==> src/rtl/aca_if.sv <==
// Handshake and data bundle for the speculative-adder recovery stage.
// The master drives operands and result acceptance; the slave is the adder.
interface aca_if #(
    parameter int WIDTH = 8
);
    logic             in_valid;
    logic             in_ready;
    logic [WIDTH-1:0] A;
    logic [WIDTH-1:0] B;
    logic             Cin;
    logic             out_valid;
    logic             out_ready;
    logic [WIDTH-1:0] Sum;
    logic             Cout;
    logic             err_flag;
    logic [15:0]      err_count;

    modport master (
        output in_valid, A, B, Cin, out_ready,
        input  in_ready, out_valid, Sum, Cout, err_flag, err_count
    );

    modport slave (
        input  in_valid, A, B, Cin, out_ready,
        output in_ready, out_valid, Sum, Cout, err_flag, err_count
    );
endinterface

==> src/rtl/aca_recovery.sv <==
// Almost-correct adder with error detection and chunked sequential recovery.
// A windowed carry speculation is evaluated once; if any run of WINDOW
// propagates (starting at bit 1 or above) could hide a longer carry chain,
// the exact sum is rebuilt one WINDOW-wide chunk per cycle.
module aca_recovery #(
    parameter int WIDTH  = 8,
    parameter int WINDOW = 4
) (
    input  logic  clk,
    input  logic  rst_n,
    aca_if.slave  aca_s
);
    localparam int N  = WIDTH / WINDOW;
    localparam int KW = (N > 1) ? $clog2(N) : 1;

    localparam logic [1:0] S_IDLE = 2'd0;
    localparam logic [1:0] S_EVAL = 2'd1;
    localparam logic [1:0] S_FIX  = 2'd2;
    localparam logic [1:0] S_DONE = 2'd3;

    logic [1:0]       state_q, state_d;
    logic [WIDTH-1:0] a_q, a_d, b_q, b_d;
    logic             cin_q, cin_d;
    logic [WIDTH-1:0] sum_q, sum_d;
    logic             cout_q, cout_d;
    logic             flag_q, flag_d;
    logic             carry_q, carry_d;
    logic [KW-1:0]    k_q, k_d;
    logic [15:0]      cnt_q, cnt_d;

    logic [WIDTH-1:0] p, g, spec_sum;
    logic [WIDTH:0]   spec_c;
    logic             spec_err;
    logic [WINDOW:0]  chunk;

    // Speculative carries: exact prefix for the low bits, WINDOW-deep look-back above
    always_comb begin
        logic c;
        int   lo;
        c        = 1'b0;
        lo       = 0;
        p        = a_q ^ b_q;
        g        = a_q & b_q;
        spec_c   = '0;
        spec_c[0] = cin_q;
        for (int i = 1; i <= WIDTH; i++) begin
            c  = (i <= WINDOW) ? cin_q : 1'b0;
            lo = (i > WINDOW) ? i - WINDOW : 0;
            for (int j = 0; j < WIDTH; j++)
                if (j >= lo && j < i)
                    c = g[j] | (p[j] & c);
            spec_c[i] = c;
        end
        spec_sum = p ^ spec_c[WIDTH-1:0];
        // Conservative: a full-window propagate run means a carry may be lost
        spec_err = 1'b0;
        for (int j = 1; j <= WIDTH - WINDOW; j++)
            if (&p[j +: WINDOW])
                spec_err = 1'b1;
    end

    // One exact chunk addition per FIX cycle
    always_comb begin
        chunk = {1'b0, a_q[int'(k_q) * WINDOW +: WINDOW]}
              + {1'b0, b_q[int'(k_q) * WINDOW +: WINDOW]}
              + {{WINDOW{1'b0}}, carry_q};
    end

    // Control FSM and datapath next-state
    always_comb begin
        state_d = state_q;
        a_d     = a_q;
        b_d     = b_q;
        cin_d   = cin_q;
        sum_d   = sum_q;
        cout_d  = cout_q;
        flag_d  = flag_q;
        carry_d = carry_q;
        k_d     = k_q;
        cnt_d   = cnt_q;
        case (state_q)
            S_IDLE: begin
                if (aca_s.in_valid) begin
                    a_d     = aca_s.A;
                    b_d     = aca_s.B;
                    cin_d   = aca_s.Cin;
                    state_d = S_EVAL;
                end
            end
            S_EVAL: begin
                if (spec_err) begin
                    k_d     = '0;
                    carry_d = cin_q;
                    flag_d  = 1'b1;
                    state_d = S_FIX;
                end else begin
                    sum_d   = spec_sum;
                    cout_d  = spec_c[WIDTH];
                    flag_d  = 1'b0;
                    state_d = S_DONE;
                end
            end
            S_FIX: begin
                sum_d[int'(k_q) * WINDOW +: WINDOW] = chunk[WINDOW-1:0];
                carry_d = chunk[WINDOW];
                k_d     = k_q + 1'b1;
                if (k_q == KW'(N - 1)) begin
                    cout_d  = chunk[WINDOW];
                    k_d     = '0;
                    if (cnt_q != 16'hFFFF)
                        cnt_d = cnt_q + 16'd1;
                    state_d = S_DONE;
                end
            end
            default: begin
                if (aca_s.out_ready)
                    state_d = S_IDLE;
            end
        endcase
    end

    // State registers with synchronous active-low reset
    always_ff @(posedge clk) begin
        if (!rst_n) begin
            state_q <= S_IDLE;
            a_q     <= '0;
            b_q     <= '0;
            cin_q   <= 1'b0;
            sum_q   <= '0;
            cout_q  <= 1'b0;
            flag_q  <= 1'b0;
            carry_q <= 1'b0;
            k_q     <= '0;
            cnt_q   <= '0;
        end else begin
            state_q <= state_d;
            a_q     <= a_d;
            b_q     <= b_d;
            cin_q   <= cin_d;
            sum_q   <= sum_d;
            cout_q  <= cout_d;
            flag_q  <= flag_d;
            carry_q <= carry_d;
            k_q     <= k_d;
            cnt_q   <= cnt_d;
        end
    end

    assign aca_s.in_ready  = (state_q == S_IDLE);
    assign aca_s.out_valid = (state_q == S_DONE);
    assign aca_s.Sum       = sum_q;
    assign aca_s.Cout      = cout_q;
    assign aca_s.err_flag  = flag_q;
    assign aca_s.err_count = cnt_q;
endmodule

==> src/flat_wrapper.sv <==
// flat-port wrapper written by rule: the top's interface ports become plain ports
module aca_recovery_flat 
#(
    parameter int WIDTH  = 8,
    parameter int WINDOW = 4
)
  (clk, rst_n, aca_s_in_valid, aca_s_A, aca_s_B, aca_s_Cin, aca_s_out_ready, aca_s_in_ready, aca_s_out_valid, aca_s_Sum, aca_s_Cout, aca_s_err_flag, aca_s_err_count);
  aca_if #(.WIDTH(WIDTH)) aca_s_i ();
  input  logic clk;
  input  logic rst_n;
  input wire logic [$bits(aca_s_i.in_valid)-1:0] aca_s_in_valid;
  input wire logic [$bits(aca_s_i.A)-1:0] aca_s_A;
  input wire logic [$bits(aca_s_i.B)-1:0] aca_s_B;
  input wire logic [$bits(aca_s_i.Cin)-1:0] aca_s_Cin;
  input wire logic [$bits(aca_s_i.out_ready)-1:0] aca_s_out_ready;
  output wire logic [$bits(aca_s_i.in_ready)-1:0] aca_s_in_ready;
  output wire logic [$bits(aca_s_i.out_valid)-1:0] aca_s_out_valid;
  output wire logic [$bits(aca_s_i.Sum)-1:0] aca_s_Sum;
  output wire logic [$bits(aca_s_i.Cout)-1:0] aca_s_Cout;
  output wire logic [$bits(aca_s_i.err_flag)-1:0] aca_s_err_flag;
  output wire logic [$bits(aca_s_i.err_count)-1:0] aca_s_err_count;
  assign aca_s_i.in_valid = aca_s_in_valid;
  assign aca_s_i.A = aca_s_A;
  assign aca_s_i.B = aca_s_B;
  assign aca_s_i.Cin = aca_s_Cin;
  assign aca_s_i.out_ready = aca_s_out_ready;
  assign aca_s_in_ready = aca_s_i.in_ready;
  assign aca_s_out_valid = aca_s_i.out_valid;
  assign aca_s_Sum = aca_s_i.Sum;
  assign aca_s_Cout = aca_s_i.Cout;
  assign aca_s_err_flag = aca_s_i.err_flag;
  assign aca_s_err_count = aca_s_i.err_count;
  aca_recovery #(.WIDTH(WIDTH), .WINDOW(WINDOW)) u_core (.clk(clk), .rst_n(rst_n), .aca_s(aca_s_i));
endmodule
==> config.mk <==
export PLATFORM = sky130hd
export DESIGN_NAME = aca_recovery_flat
export DESIGN_NICKNAME = d
export VERILOG_FILES = /design/src/rtl/aca_if.sv /design/src/rtl/aca_recovery.sv /design/src/flat_wrapper.sv
export SDC_FILE = /design/constraint.sdc
export NUM_CORES = 1
export LEC_CHECK = 0
export ABC_CLOCK_PERIOD_IN_PS = 3200
export CAP_MARGIN = 20
export CORE_ASPECT_RATIO = 1.25
export CORE_MARGIN = 2
export CORE_UTILIZATION = 52
export DETAILED_ROUTE_END_ITERATION = 16
export HOLD_SLACK_MARGIN = 0.05
export PLACE_DENSITY = 0.76
export SLEW_MARGIN = 30
export SYNTH_ARGS = -nofsm -noshare
export SYNTH_HDL_FRONTEND = slang
export SYNTH_SLANG_ARGS = --single-unit
==> constraint.sdc <==
create_clock -name clk -period 3.2 [get_ports clk]
set_clock_uncertainty 0.05 [all_clocks]
set_input_delay 0.64 -clock clk [delete_from_list [all_inputs] [get_ports clk]]
set_output_delay 0.64 -clock clk [all_outputs]
set_load 0.05 [all_outputs]
# == Yosys cells after proc, flatten, opt, wreduce, memory -nomap -nowiden ==
# Cells that the tools add are included.
# op_classes
add_sub_neg,5
multipliers,0
div,0
n_lt_le_gt_ge,0
n_eq_ne,8
n_shift,4
n_mux,21
bitwise,35
reduce_logical,13
# ops
operator,count
negation 3 -> 33 bit,1
"variable shift 4 x 33 -> 8 bit, first input constant",1
indexed part select 4 x 33 -> 8 bit,1
"adder 16 x 1 -> 16 bit, second input constant",1
AND 1 bit,16
"!= test 16 bit, second input constant",1
OR 1 bit,16
case mux 8 bit (2 select lines),1
AND reduction 4 bit,4
indexed part select 8 x 4 -> 4 bit,2
bitwise XOR 8 bit,2
two-way mux 1 bit,11
AND reduction 3 bit,3
AND 8 bit,1
bitwise mux 8 bit,1
two-way mux 8 bit,1
two-way mux 2 bit,3
case mux 1 bit (2 select lines),3
case mux 2 bit (3 select lines),1
AND reduction 2 bit,3
adder 4 x 4 -> 5 bit,1
adder 5 x 1 -> 5 bit,1
"equality test 2 bit, second input constant",2
"!= test 2 x 1 -> 1 bit, second input constant",2
6 further kinds,7
# totals
ff_bits,47
latchBits,0
mem_bits_rw,0
rom_bits,0
out_inout_bits,28
elab_cells,96
n_memories,0

# == Depth between registers and ports, before layout ==
# depth
depth_word,12
ltp_mapped,11
mapped_depth_nobuf,10

# == Worst setup path before layout ==
# OpenSTA, ideal clock, no wires.
# synth_timing
path_type,register -> register
start,register u_core.k_q
end,register u_core.cout_q (netlist: u_core.aca_s.Cout)
setup_time_ps,128
t_arrival_ps,2493
setup_slack_ps,530
stages_incl_launch_ff,11
synth_period_minus_slack_ps,2670
cell_sequence,dfxtp_1 > buf_2 > buf_1 > o21ai_0 > fa_1 > fa_1 > a21o_1 > a211oi_1 > a21oi_1 > mux2i_1 > nor2_1
# synth_between
elab_chain_len,5
elab_cells_between_ends,8
classes_between,add/sub: 2; eq/ne: 1; shift: 2; mux: 2; reduce/logical: 1
# synth_lines
item,line_no,source
start: declaration,aca_recovery.sv:28,"logic [KW-1:0] k_q, k_d;"
start signal: assignment,aca_recovery.sv:144,k_q <= k_d;
"indexed part select 8 x 4 -> 4 bit, on equally long branches","aca_recovery.sv:64, aca_recovery.sv:65",
adder 4 x 4 -> 5 bit,aca_recovery.sv:65,"+ {1'b0, b_q[int'(k_q) * WINDOW +: WINDOW]}"
adder 5 x 1 -> 5 bit,aca_recovery.sv:66,"+ {{WINDOW{1'b0}}, carry_q};"
two-way mux 1 bit,aca_recovery.sv:107,if (k_q == KW'(N - 1)) begin
case mux 1 bit (2 select lines),aca_recovery.sv:81,case (state_q)
end signal: assignment,aca_recovery.sv:141,cout_q <= cout_d;
end: declaration,aca_recovery.sv:25,"logic cout_q, cout_d;"
# Parallel ways exist; a longest one is shown, timed or not. The select of a mux whose other input is x is not followed.
# A chain may end at the register's enable or synchronous reset.

# == Worst setup path after layout ==
# Same ends and word-level chain as after synthesis.

==> flow_summary_export.csv <==
group,metric,value,unit
final_layout,finish.net_count,389,
worst_setup_path,cp_max_fo,14,
power,comb_power_share,43.2,%
worst_setup_path,end_kind,"register",
sta,finalHoldViolations,0,
yosys,synth-async-reset-ratio,0,%
yosys,synth_enable_flop_cells,0,
routing,firstDrtPassIters,4,
floorplan,core,4765,µm²
worst_setup_path,r2r_slack,0.56,ns
final_layout,finalNonFillerCells,408,
final_layout,antenna_cells,0,
sta,max_freq,379.5,MHz
final_layout,fillers,442,
routing,drt_wl_total,5835,µm
min_path,hp-class,"register to register",
sta,fin_crit,2.635,ns
floorplan,placementRows,28,
power,power_density,708.9,nW/µm²
sta,final-max-slew-violation-count,0,
routing,drtIter0Drc,140,
placement,place_ws,0.5679,ns
cts,cts_resized,0,
sta,whs,0.4093,ns
worst_setup_path,timing.rr.start,"u_core.k_q",
routing,routedWlPerCell,14.30,µm
routing,vias,2279,
cts,cts_buffers,5,
yosys,synth_top_area_share,36.49,%
power,ir_drop,0.4607,mV
worst_setup_path,endpoint,"u_core.aca_s.Cout",
global_routing,antenna_found_initial,0,
placement,place_inst,400,
worst_setup_path,r2r-end,"u_core.aca_s.Cout",
routing,drc,0,
placement,place.gp.congestion,0.8126,
sta,fin_tns_setup,0,ns
yosys,synthesis.nets,345,
cts,cts_root_buf,"clkbuf_8",
power,p_switching,0.9226,mW
floorplan,start_util,54.12,%
final_layout,drive_above_1_share,6.897,%
global_routing,grt_max_degree,39,
worst_setup_path,arrival,2.77,ns
yosys,ys_types,45,
cts,cts.sinks,47,
sta,rsz0062_at_grt,"no",
floorplan,dieArea,5542,µm²
cts,clkTransAtPathRegs,0.09,ns
cts,ctsHtreeMaxLevel,2,
power,internal_power,1.368,mW
final_layout,syn_to_final_growth,25.28,%
worst_setup_path,crit_type,"register to register",
final_layout,final_area,3231,µm²
global_routing,grt_pass1_vias,2145,
worst_setup_path,crit_start,"u_core.k_q",
global_routing,grt_util_all_layers,23.49,%
cts,cts_tree,"built",
sta,setup_ws,0.5648,ns
routing,viasPerCell,5.586,
worst_setup_path,worst_ep_required_time,3.34,ns
placement,hpwl,4401,µm
sta,setup_viol_count_final,0,
floorplan,die_w,66.99,µm
yosys,ys_seq_area_share,36.49,%
cts,cts_setup_buffers,0,
placement,placed_area,3094,µm²
global_routing,grt-ovfl-total,0,
yosys,synth.avg_cell_area,8.511,µm²
worst_setup_path,start_kind,"register",
min_path,hp-start,"u_core.b_q[0]",
yosys,synth.area.top_cells,"dfxtp_1 (36%), nand2_1 (7.4%), ha_1 (7.3%)",
worst_setup_path,r2r_cells,8,
outcome,status,"finished clean",
yosys,synth.most_common_cell,"nand2_1",
yosys,ys_ff_latch,47,
cts,cts_buffer_depth,2,
yosys,syn_inst,303,
sta,slew_headroom,60.08,%
sta,worstMarginPinSlew,0.5988,ns
routing,ant_nets,0,
placement,port_buffers,48,
yosys,yosys_warnings,0,
yosys,yosysTopAreaCell,"dfxtp_1",
yosys,netlist_top_cells_count,"nand2_1 (51), dfxtp_1 (47), a21oi_1 (29)",
global_routing,grt_first_pass_wirelength,9804,µm
power,pwr-share-seq,33.9,%
power,switching_share,40.28,%
cts,ctsHoldBuffers,0,
yosys,syn-cell-area,2579,µm²
job,cap_violations,0,
yosys,synthFlopType,"dfxtp_1",
sta,period_share,82.35,%
floorplan,die_y,82.74,µm
cts,clk_latency,0.31,ns
power,clkPwrFrac,22.9,%
floorplan,io_pins,49,
power,leakagePower,1.267,nW
[critical path, cell delays in order, from the launching register on]
cell and delay, ns:
dfxtp_1 0.62, o21ai_0 0.21, fa_1 0.46, fa_1 0.41, a21o_1 0.19, a211oi_1 0.30
a21oi_1 0.08, mux2i_1 0.14, nor2_1 0.05
[cell usage in the layout (no fill, tap or decap), types with 2 or more instances in the layout]
master and count:
ha_1 15, dfxtp_1 47, and4_1 2, nor3_1 3, bufinv_16 2, xnor2_1 6
fa_1 6, inv_1 11, nand3_1 12, a21o_1 3, o21ai_0 13, a2bb2oi_1 3
clkdlybuf4s50_1 48, o21bai_1 2, clkbuf_8 5, o221ai_1 2, a21oi_1 29, a211oi_1 5
and3_1 3, mux2i_1 5, nand4_1 5, buf_4 2, a22oi_1 3, mux2_2 6
xor2_1 12, nor2_1 26, o211ai_1 2, o221a_2 2, nand2_1 51
[worst min path at each step]
stage	end	slack [ns]	cells past startpoint
2_1_floorplan	u_core.a_q[0]	0.39	2
3_3_place_gp	u_core.b_q[0]	0.40	2
3_5_place_dp	u_core.b_q[0]	0.40	2
4_1_cts	u_core.b_q[0]	0.41	2
5_1_grt	u_core.b_q[0]	0.43	2
6_report	u_core.b_q[0]	0.41	2
[stage by stage]
stage / util, % / total power [mW]
3_5_place_dp: 64.94 / 1.776
6_report: 67.80 / 2.290
4_1_cts: 67.80 / 2.302
5_1_grt: 67.80 / 2.425
2_1_floorplan: - / 1.501
3_3_place_gp: 64.94 / 1.767
[kinds of logic (layout without fill, tap and decap cells)]
group | Yosys count | count (layout) | share of synthesized area [%]
multiplexers | 11 | 11 | 4.561
buffers and inverters | 24 | 69 | 3.736
AO/OA/AOI/OAI | 72 | 72 | 17.66
AND/OR/NAND/NOR | 110 | 110 | 19.51
flip-flops | 47 | 47 | 36.49
XOR/XNOR | 18 | 18 | 6.113
adder cells (fa/ha/maj) | 21 | 21 | 11.94
[layer usage]
| layer | GRT usage [%] | vias up | routed length, µm |
|---|---|---|---|
| met2 | 43.50 | 67 | 3085 |
| met4 | 9.388 | 0 | 129 |
| met5 | 0 | - | 0 |
| li1 | - | 1152 | - |
| met1 | 26.19 | 1046 | 2362 |
| met3 | 4.472 | 14 | 257 |
[flip-flops by register name (all words and copies together) (netlist names)]
register	flops
u_core.cin_q	1
u_core.carry_q	1
u_core.aca_s.err_count	16
u_core.a_q	8
u_core.state_q	2
u_core.k_q	1
u_core.aca_s.Cout	1
u_core.aca_s.err_flag	1
u_core.aca_s.Sum	8
u_core.b_q	8
[power by group through the flow]
stage          logic (mW)  clock network [mW]  registers [mW]
5_1_grt              1.09               0.550           0.788
3_3_place_gp        0.977                   0           0.790
2_1_floorplan       0.581                   0           0.920
4_1_cts             0.997               0.528           0.777
3_5_place_dp        0.985                   0           0.791
6_report            0.990               0.523           0.777
[final cells by class]
| class | count | area, µm² | area share (%) |
|---|---|---|---|
| multi-input combinational | 232 | 1541 | 47.71 |
| clock inverter | 3 | 67.56 | 2.091 |
| timing repair buffer | 50 | 495.5 | 15.34 |
| inverter | 11 | 41.29 | 1.278 |
| clock buffer | 5 | 68.82 | 2.130 |
| tap | 60 | 75.07 | 2.324 |
| sequential | 47 | 940.9 | 29.12 |
No activity file was read; power rests on OpenSTA's default activity.
